==> src/rtl/uart_pkg.sv <==
// Shared types and constants for the free-running 8N1 UART transmitter.
package uart_pkg;

  localparam int DATA_BITS        = 8;
  localparam int CLKS_PER_BIT_DEF = 434;

  typedef enum logic [2:0] {
    ST_IDLE,
    ST_START,
    ST_DATA,
    ST_STOP,
    ST_GAP
  } uart_state_e;

endpackage

==> src/rtl/uart_baud_gen.sv <==
// Bit-period counter: counts 0..CLKS_PER_BIT-1 and flags the last cycle of each bit.
module uart_baud_gen
  import uart_pkg::*;
#(
  parameter int CLKS_PER_BIT = CLKS_PER_BIT_DEF
) (
  input  logic clk_i,
  input  logic rst_ni,
  input  logic restart_i,
  output logic tick_o
);

  localparam int CNT_W = (CLKS_PER_BIT > 1) ? $clog2(CLKS_PER_BIT) : 1;
  localparam logic [CNT_W-1:0] CNT_LAST = CNT_W'(CLKS_PER_BIT - 1);

  logic [CNT_W-1:0] cnt_q, cnt_d;
  logic             tick_q;

  always_comb begin
    cnt_d = cnt_q + 1'b1;
    if (restart_i || (cnt_q == CNT_LAST)) begin
      cnt_d = '0;
    end
  end

  // The tick is registered from the next count so it lines up with cnt_q == CNT_LAST.
  always_ff @(posedge clk_i or negedge rst_ni) begin
    if (!rst_ni) begin
      cnt_q  <= '0;
      tick_q <= 1'b0;
    end else begin
      cnt_q  <= cnt_d;
      tick_q <= (cnt_d == CNT_LAST);
    end
  end

  assign tick_o = tick_q;

endmodule

==> src/rtl/uart_tx.sv <==
// Free-running 8N1 transmitter: resends tx_data every frame with an optional mark gap.
module uart_tx
  import uart_pkg::*;
#(
  parameter int CLKS_PER_BIT = CLKS_PER_BIT_DEF,
  parameter int GAP_BITS     = 1
) (
  input  logic                 tx_clk,
  input  logic                 nRST,
  input  logic [DATA_BITS-1:0] tx_data,
  output logic                 tx_output,
  output logic                 clk_count,
  output logic                 tx_busy
);

  localparam int GAP_W = (GAP_BITS > 1) ? $clog2(GAP_BITS) : 1;
  localparam logic [GAP_W-1:0] GAP_LOAD = (GAP_BITS > 0) ? GAP_W'(GAP_BITS - 1) : '0;
  localparam logic [2:0] IDX_LAST = 3'(DATA_BITS - 1);

  uart_state_e          state_q;
  logic [DATA_BITS-1:0] shift_q;
  logic [2:0]           bit_idx_q;
  logic [2:0]           next_idx;
  logic [GAP_W-1:0]     gap_q;
  logic                 tx_q;
  logic                 busy_q;
  logic                 tick;
  logic                 baud_restart;

  // IDLE lasts one cycle, so restarting here aligns the counter to the start bit.
  assign baud_restart = (state_q == ST_IDLE);
  assign next_idx     = bit_idx_q + 3'd1;

  uart_baud_gen #(
    .CLKS_PER_BIT(CLKS_PER_BIT)
  ) u_baud (
    .clk_i    (tx_clk),
    .rst_ni   (nRST),
    .restart_i(baud_restart),
    .tick_o   (tick)
  );

  always_ff @(posedge tx_clk or negedge nRST) begin
    if (!nRST) begin
      state_q   <= ST_IDLE;
      shift_q   <= '0;
      bit_idx_q <= '0;
      gap_q     <= '0;
      tx_q      <= 1'b1;
      busy_q    <= 1'b0;
    end else begin
      case (state_q)
        ST_IDLE: begin
          shift_q <= tx_data;
          state_q <= ST_START;
          tx_q    <= 1'b0;
          busy_q  <= 1'b1;
        end
        ST_START: begin
          if (tick) begin
            state_q   <= ST_DATA;
            bit_idx_q <= '0;
            tx_q      <= shift_q[0];
          end
        end
        ST_DATA: begin
          if (tick) begin
            if (bit_idx_q == IDX_LAST) begin
              state_q <= ST_STOP;
              tx_q    <= 1'b1;
            end else begin
              bit_idx_q <= next_idx;
              tx_q      <= shift_q[next_idx];
            end
          end
        end
        ST_STOP: begin
          if (tick) begin
            busy_q  <= 1'b0;
            tx_q    <= 1'b1;
            gap_q   <= GAP_LOAD;
            state_q <= (GAP_BITS == 0) ? ST_IDLE : ST_GAP;
          end
        end
        ST_GAP: begin
          if (tick) begin
            if (gap_q == '0) begin
              state_q <= ST_IDLE;
            end else begin
              gap_q <= gap_q - 1'b1;
            end
          end
        end
        default: state_q <= ST_IDLE;
      endcase
    end
  end

  assign tx_output = tx_q;
  assign tx_busy   = busy_q;
  assign clk_count = tick;

endmodule

==> config.mk <==
export PLATFORM = sky130hd
export DESIGN_NAME = uart_tx
export DESIGN_NICKNAME = d
export VERILOG_FILES = /design/src/rtl/uart_pkg.sv /design/src/rtl/uart_baud_gen.sv /design/src/rtl/uart_tx.sv
export SDC_FILE = /design/constraint.sdc
export NUM_CORES = 1
export LEC_CHECK = 0
export ABC_AREA = 0
export BUFFER_PORTS_ARGS = -buffer_cell sky130_fd_sc_hd__buf_2
export CORE_MARGIN = 2
export CORE_UTILIZATION = 60
export CTS_BUF_LIST = sky130_fd_sc_hd__clkbuf_8
export DETAILED_ROUTE_END_ITERATION = 16
export PLACE_DENSITY = 0.82
export SYNTH_ARGS = -nofsm -noshare
export SYNTH_HDL_FRONTEND = slang
export SYNTH_SLANG_ARGS = --single-unit
==> constraint.sdc <==
create_clock -name tx_clk -period 1.9 [get_ports tx_clk]
set_input_delay 0.285 -clock tx_clk [delete_from_list [all_inputs] [get_ports tx_clk]]
set_output_delay 0.285 -clock tx_clk [all_outputs]
set_load 0.05 [all_outputs]
==> metrics.md <==
| Metric | Value |
|---|---|
| Register area share after synthesis | 47.8% |
| Post-synth top flop | dfrtp_1 |
| Final Hold Viols | 0 |
| Synth Area in Compound Gates | 13.9% |
| Clock Latency Late Sink | 270 ps |
| Worst Hold Class | input port to asynchronous set/reset pin |
| Die Y | 51.7 µm |
| Overflow after GRT | 0 |
| Wire length per cell | 14.3 µm |
| H-tree levels | 1 |
| # port buffers | 12 |
| Crit-path leading delay family | compound AO/OA/AOI/OAI gates |
| CP cell instances | inv_1 > ha_1 > nand2_1 > or4_4 > a21boi_0 > o21ai_1 > a211oi_2 |
| Cts hold-fix bufs | 0 |
| Layout cell share with drive strength beyond 1 | 20.2% |
| Mux share of post-synthesis cell area | 3.85% |
| # setup viols final | 0 |
| Async S/R FF share, synth | 100% |
| Resized cells post-CTS | 0 |
| Seq cells post-synth | 26 |
| Worst Path Required | 2040 ps |
| Row count | 17 |
| TNS Setup | 0 ps |
| CP Launch Type | flop |
| PD cells | 670 nW/µm² |
| Avg Vias per Cell | 5.85 |
| Bufs and invs on worst path | 1 |
| Yosys warns | 0 |
| TritonCTS buffer count | 3 |
| Cells after Synth | 146 |
| Largest family of logic cells by synthesized area | simple AND/OR/NAND/NOR gates |
| Largest net degree at the start of global routing | 27 |
| Commonest cells after routing, fill and taps aside | nand2_1 (32), dfrtp_1 (24), nor2_1 (16) |
| Initial DRC count | 16 |
| Fin. max-slew vios | 0 |
| Worst slew pin tran | 571 ps |
| I/O pin count | 13 |
| CTS tree | built |
| Net Switching | 0.000193 W |
| Vias in the first global route | 1106 |
| Initial Utilization | 62.3% |
| Area grow syn2layout | 14.8% |
| RSZ-0062 raised after global routing | false |
| Crit path kind | flop to flop |
| Adder-cell share of the synthesized area | 3.67% |
| Internal Power | 0.000856 W |
| Core ar. | 2190 µm² |
| Placed cell areas | 1480 µm² |
| Synth Area in XOR/XNOR | 3.21% |
| Post-synth EDFFs | 0 |
| Outcome | finished clean |
| Post-CTS setup buffer count | 0 |
| ANT nets after route | 0 |
| Peak VDD IR | 0.498 mV |
| First-pass GRT wire length | 4670 µm |
| Clk pwr share | 43.0% |
| Root Driver | clkbuf_8 |
| Die area | 2670 µm² |
| Worst-path clk slew | 90 ps |
| Tmin final | 1810 ps |
| Flop pwr share | 54.0% |
| Leakage power | 0.724 nW |
| TritonRoute pass-1 iters | 4 |
| Max clock buf depth | 2 |
| Fin area | 1570 µm² |
| Total global-route track usage | 23.5% |
| Clk sink count | 26 |
| Die width | 51.7 µm |
| Post-synthesis simple-gate area fraction | 24.7% |
| Routability cong. | 0.949 |
| CP max stage cell | dfrtp_1 |
| Via count | 1117 |
| Clock Skew | 6.23 ps |
| Rel. slew slack | 61.9% |
| Synth unique cells | 40 |
| Fmax | 552 MHz |
| Most common cell after layout, fill and taps aside | nand2_1 |
| Crit-path max cell delay | 450 ps |
| Syn_area_per_cell | 9.35 µm² |
| Routed WL | 2730 µm |
| WP data arrival | 1950 ps |
| Sw Ratio | 18.4% |
| Fin nets | 178 |
| Initial antenna violation count | 0 |
| Combinational share of power | 3.0% |
| Post-DP HPWL | 1980 µm |
| Ant. Diodes | 0 |
| DRC viols | 0 |
| Mapped Nets | 160 |
| Final period util | 95.4% |
| Crit. End Element | flop |
| Post-synthesis cell area | 1370 µm² |
| Max FO, Critical Path | 5 |
| Max Cap Viol | 0 |
==> routing by layer <==
metal	track usage (%)	vias up	part of all wire [%]
li1	-	543	-
met5	0	-	0
met1	30.2	543	45
met2	38.5	23	50
met3	4.02	8	3.4
met4	11.4	0	1.3
==> cells by family (layout without fill, tap and decap cells) <==
group	count (synthesis)	count (layout)
and+or+nand+nor	71	71
adders and majority gates	4	4
muxes	5	5
DFF	26	26
xor gates and xnor gates	5	5
buffers and inverters	8	25
AOI/OAI and AO/OA	27	27
==> worst register-to-register path: stages (launching register included) <==
cell and delay [ps]:
dfrtp_1 450, inv_1 80, ha_1 130, nand2_1 70, or4_4 440, a21boi_0 150
o21ai_1 250, a211oi_2 120
==> synth_stat cells (all sizes together) (2+ instances only) <==
cell type	instances	area, µm²
a21boi	3	22.5
a21oi	6	30.0
a22o	5	43.8
buf	3	20.0
clkbuf	3	11.3
dfrtp	25	626
ha	4	50.1
inv	2	7.51
mux2	2	22.5
mux2i	3	30.0
nand2	32	120
nand3	5	30.0
nor2	16	60.1
nor2b	2	12.5
nor3	4	20.0
nor3b	2	15.0
o21ai	6	30.0
or3	2	12.5
xnor2	2	17.5
xor2	3	26.3
==> layout make-up <==
type	count	area (µm²)
Timing Repair Buffer	19	113
Multi-Input combinational cell	112	687
Clock buffer	3	41.3
Clock inverter	1	30.0
Tap cell	28	35.0
Sequential cell	26	653
Inverter	2	7.51
Fill cell	157	624
==> sequential cells by signal (all words and copies together), names as in the netlist <==
signal and cells:
tx_busy 1, u_baud.tick_o 1, u_baud.cnt_q 9, shift_q 8, tx_output 1, bit_idx_q 3
state_q 3
==> power by group through the flow <==
stage	sequential (W)	clock (W)	combinational, W
4_1_cts	0.000566	0.000463	0.0000323
6_report	0.000566	0.000451	0.0000311
2_1_floorplan	0.000576	0	0.0000103
5_1_grt	0.000567	0.000484	0.0000373
3_5_place_dp	0.000577	0	0.0000321
3_3_place_gp	0.000577	0	0.0000311
==> path summary, 6_finish.rpt <==
check / cells past startpoint / slack, ps / end / startpoint
worst min register to register: 2 / 490 / shift_q[4] / shift_q[4]
min in group tx_clk: 3 / 200 / shift_q[7] / tx_data[7]
worst min-delay path: 1 / 0.9 / bit_idx_q[2] / nRST
worst max-delay path: 7 / 90 / u_baud.tick_o / u_baud.cnt_q[1]
max in group asynchronous: 1 / 1480 / u_baud.cnt_q[0] / nRST
worst max register to register: 7 / 90 / u_baud.tick_o / u_baud.cnt_q[1]
==> through the flow <==
stage / std cells / power [W] / hold slack, ps / worst slack, ps / util, %
2_1_floorplan: 146 / 0.000586 / -10.6 / 197 / -
3_3_place_gp: 187 / 0.000608 / 309 / 141 / 67.6
3_5_place_dp: 187 / 0.000609 / 314 / 27.6 / 67.6
4_1_cts: 191 / 0.00106 / 17.8 / 6.16 / 70.9
5_1_grt: 191 / 0.00109 / 53.5 / 1.78 / 71.5
6_report: 191 / 0.00105 / 0.856 / 87.7 / 71.5
(Power assumes the default switching activity.)
